==> config.mk <==
export PLATFORM = sky130hd
export DESIGN_NAME = load_unit_mc
export DESIGN_NICKNAME = d
export VERILOG_FILES = /design/src/rtl/load_unit_mc.sv
export SDC_FILE = /design/constraint.sdc
export NUM_CORES = 1
export LEC_CHECK = 0
export BUFFER_PORTS_ARGS = -buffer_cell sky130_fd_sc_hd__buf_2
export CAP_MARGIN = 25
export CORE_AREA = 2 2 74 76
export DETAILED_ROUTE_END_ITERATION = 7
export DIE_AREA = 0 0 76 78
export SYNTH_ARGS = -nofsm -noshare
export SYNTH_HDL_FRONTEND = slang
export SYNTH_SLANG_ARGS = --single-unit
==> constraint.sdc <==
create_clock -name clk -period 2.25 [get_ports clk]
set_input_delay 0.3375 -clock clk [delete_from_list [all_inputs] [get_ports clk]]
set_output_delay 0.3375 -clock clk [all_outputs]
set_load 0.05 [all_outputs]
==> src/rtl/load_unit_mc.sv <==
// load_unit_mc: multi-cycle byte/half/word load unit behind a valid/ready memory request channel.
// Define LOAD_TIMEOUT_EN to abort a request that sees no response within TIMEOUT_CYC cycles.
module load_unit_mc #(
    parameter int DATA_W      = 16,
    parameter int ADDR_W      = 16,
    parameter int TIMEOUT_CYC = 255
) (
    input  logic              clk,
    input  logic              rst_n,
    input  logic              start,
    input  logic [ADDR_W-1:0] addr_in,
    input  logic [1:0]        size,
    input  logic              sign_ext,
    output logic              busy,
    output logic              done,
    output logic [DATA_W-1:0] out,
    output logic              err,
    output logic              mem_req_valid,
    input  logic              mem_req_ready,
    output logic [ADDR_W-1:0] mem_addr,
    input  logic              mem_rsp_valid,
    input  logic [DATA_W-1:0] mem_rsp_data
);
    localparam int LANE_W = $clog2(DATA_W / 8);

    localparam logic [1:0] S_IDLE = 2'd0;
    localparam logic [1:0] S_REQ  = 2'd1;
    localparam logic [1:0] S_WAIT = 2'd2;
    localparam logic [1:0] S_DONE = 2'd3;

    if (DATA_W < 16 || (DATA_W & (DATA_W - 1)) != 0 || TIMEOUT_CYC < 1) begin : g_bad_params
        $error("load_unit_mc: unsupported parameter set");
    end

    // Access is illegal for the reserved size or when the field is not naturally aligned.
    function automatic logic f_illegal(input logic [1:0] sz, input logic [LANE_W-1:0] lane);
        logic bad;
        case (sz)
            2'b00:   bad = 1'b0;
            2'b01:   bad = lane[0];
            2'b10:   bad = (lane != {LANE_W{1'b0}});
            default: bad = 1'b1;
        endcase
        return bad;
    endfunction

    function automatic logic [DATA_W-1:0] f_extract(input logic [DATA_W-1:0] data,
                                                     input logic [LANE_W-1:0] lane,
                                                     input logic [1:0]        sz,
                                                     input logic              sx);
        logic [DATA_W-1:0] shifted;
        logic [DATA_W-1:0] res;
        shifted = data >> {lane, 3'b000};
        case (sz)
            2'b00: begin
                res       = {DATA_W{sx & shifted[7]}};
                res[7:0]  = shifted[7:0];
            end
            2'b01: begin
                res       = {DATA_W{sx & shifted[15]}};
                res[15:0] = shifted[15:0];
            end
            default: res = data;
        endcase
        return res;
    endfunction

    logic [1:0]        r_state;
    logic [ADDR_W-1:0] r_addr;
    logic [LANE_W-1:0] r_lane;
    logic [1:0]        r_size;
    logic              r_sign;
    logic [DATA_W-1:0] r_out;
    logic              r_err;
    logic              r_done;

    logic [1:0]        w_next_state;
    logic              w_take;
    logic              w_fail;
    logic              w_illegal_in;
    logic [DATA_W-1:0] w_extract;

    assign w_illegal_in = f_illegal(size, addr_in[LANE_W-1:0]);
    assign w_extract    = f_extract(mem_rsp_data, r_lane, r_size, r_sign);

`ifdef LOAD_TIMEOUT_EN
    localparam int CNT_W = ($clog2(TIMEOUT_CYC + 1) > 8) ? $clog2(TIMEOUT_CYC + 1) : 8;

    logic [CNT_W-1:0] r_cnt;
    logic             w_timeout;

    assign w_timeout = (r_cnt == CNT_W'(TIMEOUT_CYC));

    // Wait counter: zero outside REQ/WAIT, so it starts at zero on entry to REQ.
    always_ff @(posedge clk or negedge rst_n) begin
        if (!rst_n) begin
            r_cnt <= {CNT_W{1'b0}};
        end else if (r_state == S_REQ || r_state == S_WAIT) begin
            r_cnt <= r_cnt + {{(CNT_W-1){1'b0}}, 1'b1};
        end else begin
            r_cnt <= {CNT_W{1'b0}};
        end
    end
`endif

    // Next-state decode plus the take-data / fail qualifiers for the result registers.
    always_comb begin
        w_next_state = r_state;
        w_take       = 1'b0;
        w_fail       = 1'b0;
        case (r_state)
            S_IDLE: begin
                if (start) begin
                    if (w_illegal_in) begin
                        w_next_state = S_DONE;
                        w_fail       = 1'b1;
                    end else begin
                        w_next_state = S_REQ;
                    end
                end else begin
                    w_next_state = S_IDLE;
                end
            end
            S_REQ: begin
`ifdef LOAD_TIMEOUT_EN
                if (w_timeout) begin
                    w_next_state = S_DONE;
                    w_fail       = 1'b1;
                end else if (mem_req_ready) begin
                    w_next_state = S_WAIT;
                end else begin
                    w_next_state = S_REQ;
                end
`else
                if (mem_req_ready) begin
                    w_next_state = S_WAIT;
                end else begin
                    w_next_state = S_REQ;
                end
`endif
            end
            S_WAIT: begin
                // A response in the expiry cycle still wins over the timeout.
                if (mem_rsp_valid) begin
                    w_next_state = S_DONE;
                    w_take       = 1'b1;
`ifdef LOAD_TIMEOUT_EN
                end else if (w_timeout) begin
                    w_next_state = S_DONE;
                    w_fail       = 1'b1;
`endif
                end else begin
                    w_next_state = S_WAIT;
                end
            end
            S_DONE:  w_next_state = S_IDLE;
            default: w_next_state = S_IDLE;
        endcase
    end

    // State, captured request fields and the registered result/done outputs.
    always_ff @(posedge clk or negedge rst_n) begin
        if (!rst_n) begin
            r_state <= S_IDLE;
            r_addr  <= {ADDR_W{1'b0}};
            r_lane  <= {LANE_W{1'b0}};
            r_size  <= 2'b00;
            r_sign  <= 1'b0;
            r_out   <= {DATA_W{1'b0}};
            r_err   <= 1'b0;
            r_done  <= 1'b0;
        end else begin
            r_state <= w_next_state;
            r_done  <= (w_next_state == S_DONE);
            if (r_state == S_IDLE && start) begin
                r_addr <= {addr_in[ADDR_W-1:LANE_W], {LANE_W{1'b0}}};
                r_lane <= addr_in[LANE_W-1:0];
                r_size <= size;
                r_sign <= sign_ext;
            end
            if (w_take) begin
                r_out <= w_extract;
                r_err <= 1'b0;
            end else if (w_fail) begin
                r_out <= {DATA_W{1'b0}};
                r_err <= 1'b1;
            end
        end
    end

    assign busy          = (r_state != S_IDLE);
    assign mem_req_valid = (r_state == S_REQ);
    assign mem_addr      = r_addr;
    assign done          = r_done;
    assign out           = r_out;
    assign err           = r_err;

endmodule

# After elaboration in Yosys (flattened, before gate mapping)
# Index checks and enable logic that the tools add are counted.
# word_totals
in_bits	40
ff_bits	39
# classes
reduce_logical	7
n_shift	1
bitwise_logic	1
n_eq_ne	7
mux	16
# op_table
op	n
2-to-1 mux 16 bit	2
case mux 16 bit (2 select lines)	1
right shift 16 x 4 -> 16 bit	1
== test 2 bit, second input constant	4
2-to-1 mux 1 bit	8
case mux 2 bit (4 select lines)	1
== test 2 x 1 -> 1 bit, second input constant	3
logical NOT 2 bit	3
2-to-1 mux 2 bit	3
nonzero test 2 bit	2
case mux 1 bit (2 select lines)	1
OR reduction 2 bit	1
bitwise AND 1 bit	1
logical AND 1 bit	1

# Longest topological paths before layout
# Gate-level depths: netlist of run 1.
# depth
ltp_word	8
ltp_mapped	7

# Worst setup path before layout of run 1
# Ideal clock, no wire load.
# synth_timing
kind	register to output
start	register r_state[0]
end	output port mem_req_valid
stages_incl_launch_ff	2
path_buffers	0
path_slack_ps	698
arrival_ps	1214
cell_sequence	dfrtp_1 nor2b_1
# synth_between
elab_chain_cells	1
# synth_rtl
item	line	source
start, declared	68	logic [1:0] r_state;
start signal, assigned	173	r_state <= w_next_state;
== test 2 x 1 -> 1 bit	192	assign mem_req_valid = (r_state == S_REQ);
end, declared	18	output logic mem_req_valid,
# Every way passes these cells.

# Worst setup path in the final report of run 1
# layout_timing
start	register r_state[1]
end	register r_out[15], in the netlist out[15]
# layout_between
elab_chain_cells	3
word_cells_on_any_way	6
classes_between	eq/ne: 1; mux: 3; reduce/logical: 2
# layout_rtl
item	line	source
== test 2 bit or logical NOT 2 bit (tied branches)	111	case (r_state)
2-to-1 mux 1 bit	111	
2-to-1 mux 16 bit or nonzero test 2 bit (tied branches)	-	
end signal, assigned	169	r_out <= {DATA_W{1'b0}};
end signal, assigned	182	r_out <= w_extract;
end signal, assigned	185	r_out <= {DATA_W{1'b0}};
end, declared	73	logic [DATA_W-1:0] r_out;
# Several ways; a longest one is shown, not always the timed one.
# A chain may end at the register's enable or synchronous reset.

==> summary.txt, run 1 <==
layout cells sized above 1: 0.471
Max H-tree Level: 2
final wirelength: 3720 µm
I/O Buffers: 74
initial antenna violation count: 0
PwrDens: 1710 nW/µm²
Max Cap Viol: 0
vias: 1370
syn_area_per_cell: 11.9 µm²
number of global-route vias before repair: 1426
Mapped Cells: 147
Sum Neg Setup Slack: 0 ns
filler cell count: 485
# rows: 26
hpwl dp: 2840 µm
Placed Cells: 286
Critical Path Sink Type: register
Final period util: 0.718
Syn. warnings: 0
Hold Crit Class: input port to register
post-synthesis sequential element count: 39
Synth area leader: dfrtp_1
gr ovfl total: 0
ranking of synthesized cells by area: dfrtp_1, mux2_2, o22ai_1
Final Core Density: 0.449
required time of the critical path: 2.41 ns
largest net degree at the start of global routing: 36
Max VDD drop: 0.881 mV
CP Launch Type: register
final hold viol count: 0
die span in x: 76 µm
Antenna Nets Post-Route: 0
RSZ-0062 raised after global routing: false
WL per Instance: 12.6 µm
core area: 5040 µm²
Post-Syn Nets: 188
Initial DRC Count: 49
DRC viols: 0
Starting Density: 0.346
Slew headroom: 0.598
Die ar.: 5930 µm²
cts hold-fix bufs: 1
CTS tree: yes
Worst-path clk slew: 0.07 ns
CTS buffer count: 5
post_cts resized: 0
Root Buffer: clkbuf_8
Post-Layout Cell Count: 295
sequential fraction of the synthesis area: 0.560
Post CTS Setup Buffer Count: 0
global-route wire length before repair: 6530 µm
Worst Tran Pin Value: 0.603 ns
final period demand of the worst path: 1.62 ns
Tot GR Track Use: 0.135
Vias/cell: 4.64
P&R area growth vs syn: 29.9%
Crit Path Category: register to register
Cell variety after synth: 26
Syn Std Cell Area: 1740 µm²
area fraction of the dominant cell type after synthesis: 0.560
Final Max Tran Viols: 0
worst skew pair latency: 0.28 ns
gpl congestion: 0.763
final worst setup slack: 0.635 ns
nets: 265
Final setup viols: 0
status: finished clean
FMAX: 619 MHz
Clock Sinks: 39
Pleak: 1.16 nW
TritonRoute pass-1 iters: 4
Max Clock Skew: 0.00293 ns
Crit Path Max Fanout: 17
post-place setup slack: 0.461 ns
antenna fix cells: 0
# IOs: 76
Longest Clk Path Bufs: 2
Die Span Y: 78 µm
Critical Path AT: 1.77 ns
[cell usage after synthesis]
cell,n
mux2_2,17
a21oi_1,9
buf_6,1
a21o_1,1
and3_1,1
o2bb2ai_1,1
dfrtp_1,39
conb_1,1
a2111oi_4,1
o21ai_0,4
nand3b_1,1
nor2b_1,1
buf_2,4
nand2b_1,4
o21a_1,1
and2_1,1
nor2_1,2
inv_1,6
a221oi_1,1
o22ai_1,15
mux2i_1,9
buf_4,4
nand2_1,20
nor3b_4,1
nand2b_4,1
ha_1,1
[final cells by class]
cell class	count	area (µm²)	area share
Timing Repair Buffer	79	410	0.181
Sequential cell	39	976	0.431
Multi-Input combinational cell	93	683	0.302
Inverter	6	22.5	0.00995
Clock inverter	3	15.0	0.00663
Clock buffer	5	68.8	0.0304
Tap cell	70	87.6	0.0387
[kinds of logic after synthesis]
| group | synth area share |
|---|---|
| and+or+nand+nor | 0.0955 |
| DFF | 0.560 |
| AOI/OAI and AO/OA | 0.126 |
| adders and majority gates | 0.00718 |
| buffers and inverters | 0.0481 |
| muxes | 0.162 |
| other | 0.00215 |
[cell usage in the layout, fill, tap and decap left out, types with 2 or more instances in the layout]
cell type,n
buf_2,74
dfrtp_1,39
nand2_1,20
mux2_2,17
o22ai_1,15
mux2i_1,9
a21oi_1,9
inv_1,6
clkbuf_8,5
o21ai_0,4
nand2b_1,4
buf_4,4
clkinv_2,3
nor2_1,2
[flip-flops by register name, summed over array words and instances (netlist names)]
register	flops
done	1
r_state	2
r_sign	1
out	16
r_size	2
r_lane	1
mem_addr	15
err	1
[worst max-delay path: stages, from the launching register on]
cell and delay (ns):
dfrtp_1 0.46, nor3b_4 0.22, and3_1 0.57, nand2b_1 0.18, a21oi_1 0.06
[through the flow]
stage | hold slack (ns) | area [µm²] | power (mW)
3_5_place_dp | 0.282 | 2170 | 3.45
3_3_place_gp | 0.281 | 2170 | 3.44
2_1_floorplan | 0.0419 | 1740 | 2.98
4_1_cts | 0.260 | 2260 | 3.91
6_report | 0.270 | 2260 | 3.86
5_1_grt | 0.276 | 2260 | 4.10
[path summary, 6_finish.rpt]
kind	startpoint	end	slack [ns]	depth (start not counted)
hold / removal	sign_ext	r_sign	0.27	3
hold reg to reg	mem_addr[10]	mem_addr[10]	0.50	1
setup / recovery	r_state[1]	out[15]	0.63	4
min in group asynchronous	rst_n	out[3]	0.51	2
max in group asynchronous	rst_n	mem_addr[12]	1.21	3
setup reg to reg	r_state[1]	out[15]	0.63	4
[layer usage]
layer | vias to the layer above | share of wire | wire (µm) | track usage
li1 | 668 | - | - | -
met4 | 0 | 0.0051 | 19 | 0.0382
met5 | - | 0 | 0 | 0
met2 | 62 | 0.44 | 1630 | 0.213
met3 | 2 | 0.10 | 373 | 0.0500
met1 | 638 | 0.46 | 1700 | 0.175
[report_power, final]
group | internal [mW] | leakage (nW) | switching, mW
registers | 1.03 | 0.482 | 0.205
logic | 0.627 | 0.632 | 1.56
clock network | 0.212 | 0.0477 | 0.229
total | 1.87 | 1.16 | 1.99
(Power assumes the default switching activity.)
==> run 2: changes to the inputs <==
==> constraint.sdc (replaced) <==
create_clock -name clk -period 1.3 [get_ports clk]
set_input_delay 0.195 -clock clk [delete_from_list [all_inputs] [get_ports clk]]
set_output_delay 0.195 -clock clk [all_outputs]
set_load 0.05 [all_outputs]
==> summary.txt, run 2 (synthesis results as in run 1) <==
total power: 7.82 mW
Max VDD drop: 1.46 mV
reg2reg end: out[1]
DRC viols: 0
Die ar.: 5930 µm²
initial antenna violation count: 0
largest delay contributor family on the critical path: flip-flops
TritonRoute pass-1 iters: 4
final hold slack: 0.115 ns
# IOs: 76
required time of the critical path: 1.47 ns
core area: 5040 µm²
final period demand of the worst path: 1.35 ns
max reg flops: 16
FMAX: 742 MHz
I/O Buffers: 74
R2R Path Start: r_state[0]
Crit Path Category: register to register
Antenna Nets Post-Route: 0
Starting Density: 0.346
post-place setup slack: -0.105 ns
Critical Path Sink Type: register
number of global-route vias before repair: 1429
filler cell count: 484
cells on worst reg2reg path: 5
Hold Crit Endpoint: r_sign
gpl congestion: 0.767
Hold Crit Class: input port to register
final hold viol count: 0
Final Core Density: 0.532
Final Max Tran Viols: 0
CTS buffer count: 5
placed cell areas: 2300 µm²
Max Clock Skew: 0.00709 ns
Final period util: 1.04
design area: 2680 µm²
global-route wire length before repair: 6540 µm
cell mode on critical path: buf_6
CP cell instances: nor3b_4, buf_6, and3_4, buf_6, o22ai_2
HP Start: sign_ext
worst skew pair latency: 0.29 ns
Critical Path AT: 1.52 ns
CTS tree: yes
most frequent cells in the layout: buf_2, dfrtp_1, nand2_1, mux2_4, o22ai_1
P&R area growth vs syn: 53.8%
die span in x: 76 µm
Crit Path Max Fanout: 5
CP max stage delay: 0.43 ns
layout cells sized above 1: 0.572
critical path depth: 5
Root Buffer: clkbuf_8
# rows: 26
PwrDens: 2920 nW/µm²
RSZ-0062 raised after global routing: true
CP Launch Type: register
final wirelength: 4400 µm
nets: 283
Hold Path Stages: 3
Worst setup startpoint: r_state[0]
commonest non-fill, non-tap cell in the layout: buf_2
final worst setup slack: -0.0479 ns
Final setup viols: 34
Worst Path Buf+Inv: 2
Reg area: 977 µm²
Initial DRC Count: 58
Clock Sinks: 39
antenna fix cells: 0
Vias/cell: 4.77
Pleak: 1.38 nW
gr ovfl total: 0
Die Span Y: 78 µm
hpwl dp: 3000 µm
vias: 1494
Multi-input gate area: 816 µm²
Worst-path clk slew: 0.08 ns
status: finished, violations left
Tot GR Track Use: 0.139
WL per Instance: 14.1 µm
R2R Setup Slk: -0.05 ns
Max Cap Viol: 0
Max H-tree Level: 2
failing checks: negative setup slack
largest net degree at the start of global routing: 35
CP max stage cell: dfrtp_2
Longest Clk Path Bufs: 2
==> run 2: cell types whose count changed in the layout (fill, tap and decap cells not counted), moves of 4 or more <==
cell / previous run / this run
buf_4: 4 / 8
buf_6: 0 / 7
mux2_2: 17 / 0
mux2_4: 0 / 17
o22ai_1: 15 / 10
o22ai_2: 0 / 5
==> run 2: how the worst max path moves through the flow <==
stage / to / slack [ns]
3_3_place_gp: mem_addr[7] / -0.07
4_1_cts: mem_addr[7] / -0.09
3_5_place_dp: out[4] / -0.11
2_1_floorplan: mem_addr[1] / -0.05
6_report: out[1] / -0.05
5_1_grt: out[5] / -0.09
==> run 2: stage by stage <==
stage / cells / setup TNS (ns)
after detailed placement: 294 / -2.11
after floorplan: 147 / -0.706
after global placement: 294 / -1.33
after global routing: 313 / -2.56
after CTS: 304 / -2.00
final: 313 / -1.16
==> run 2: metal layers <==
metal	GRT usage	share of wire	vias to the layer above
li1	-	-	701
met1	0.175	0.43	716
met2	0.220	0.47	72
met3	0.0558	0.090	5
met4	0.0436	0.010	0
met5	0	0	-
==> run 2: worst reg2reg max path, stage by stage, from the launching register on <==
cell and delay, ns:
dfrtp_2 0.43, nor3b_4 0.20, buf_6 0.16, and3_4 0.22, buf_6 0.14, o22ai_2 0.08
==> run 2: final cells by class <==
| cell class | instances | area share |
|---|---|---|
| clock buffer | 5 | 0.0257 |
| clock inverter | 3 | 0.00747 |
| inverter | 6 | 0.00840 |
| multi-input combinational | 93 | 0.304 |
| sequential | 39 | 0.364 |
| tap | 70 | 0.0327 |
| timing repair buffer | 97 | 0.257 |
==> run 2: repair_timing <==
action | CTS | global route
setup buffers | 1 | 5
endpoints found under the setup margin | 34 | 37
hold buffers | 1 | 0
hold endpoints to repair | 14 | 0
gates cloned | 0 | 4
resized for setup | 7 | 32
pin swaps | 1 | 16
==> run 2: report_power, final <==
part / internal [mW] / switching [mW] / total (mW)
combinational: 1.87 / 3.00 / 4.87
clock: 0.373 / 0.434 / 0.807
sequential: 1.79 / 0.350 / 2.14
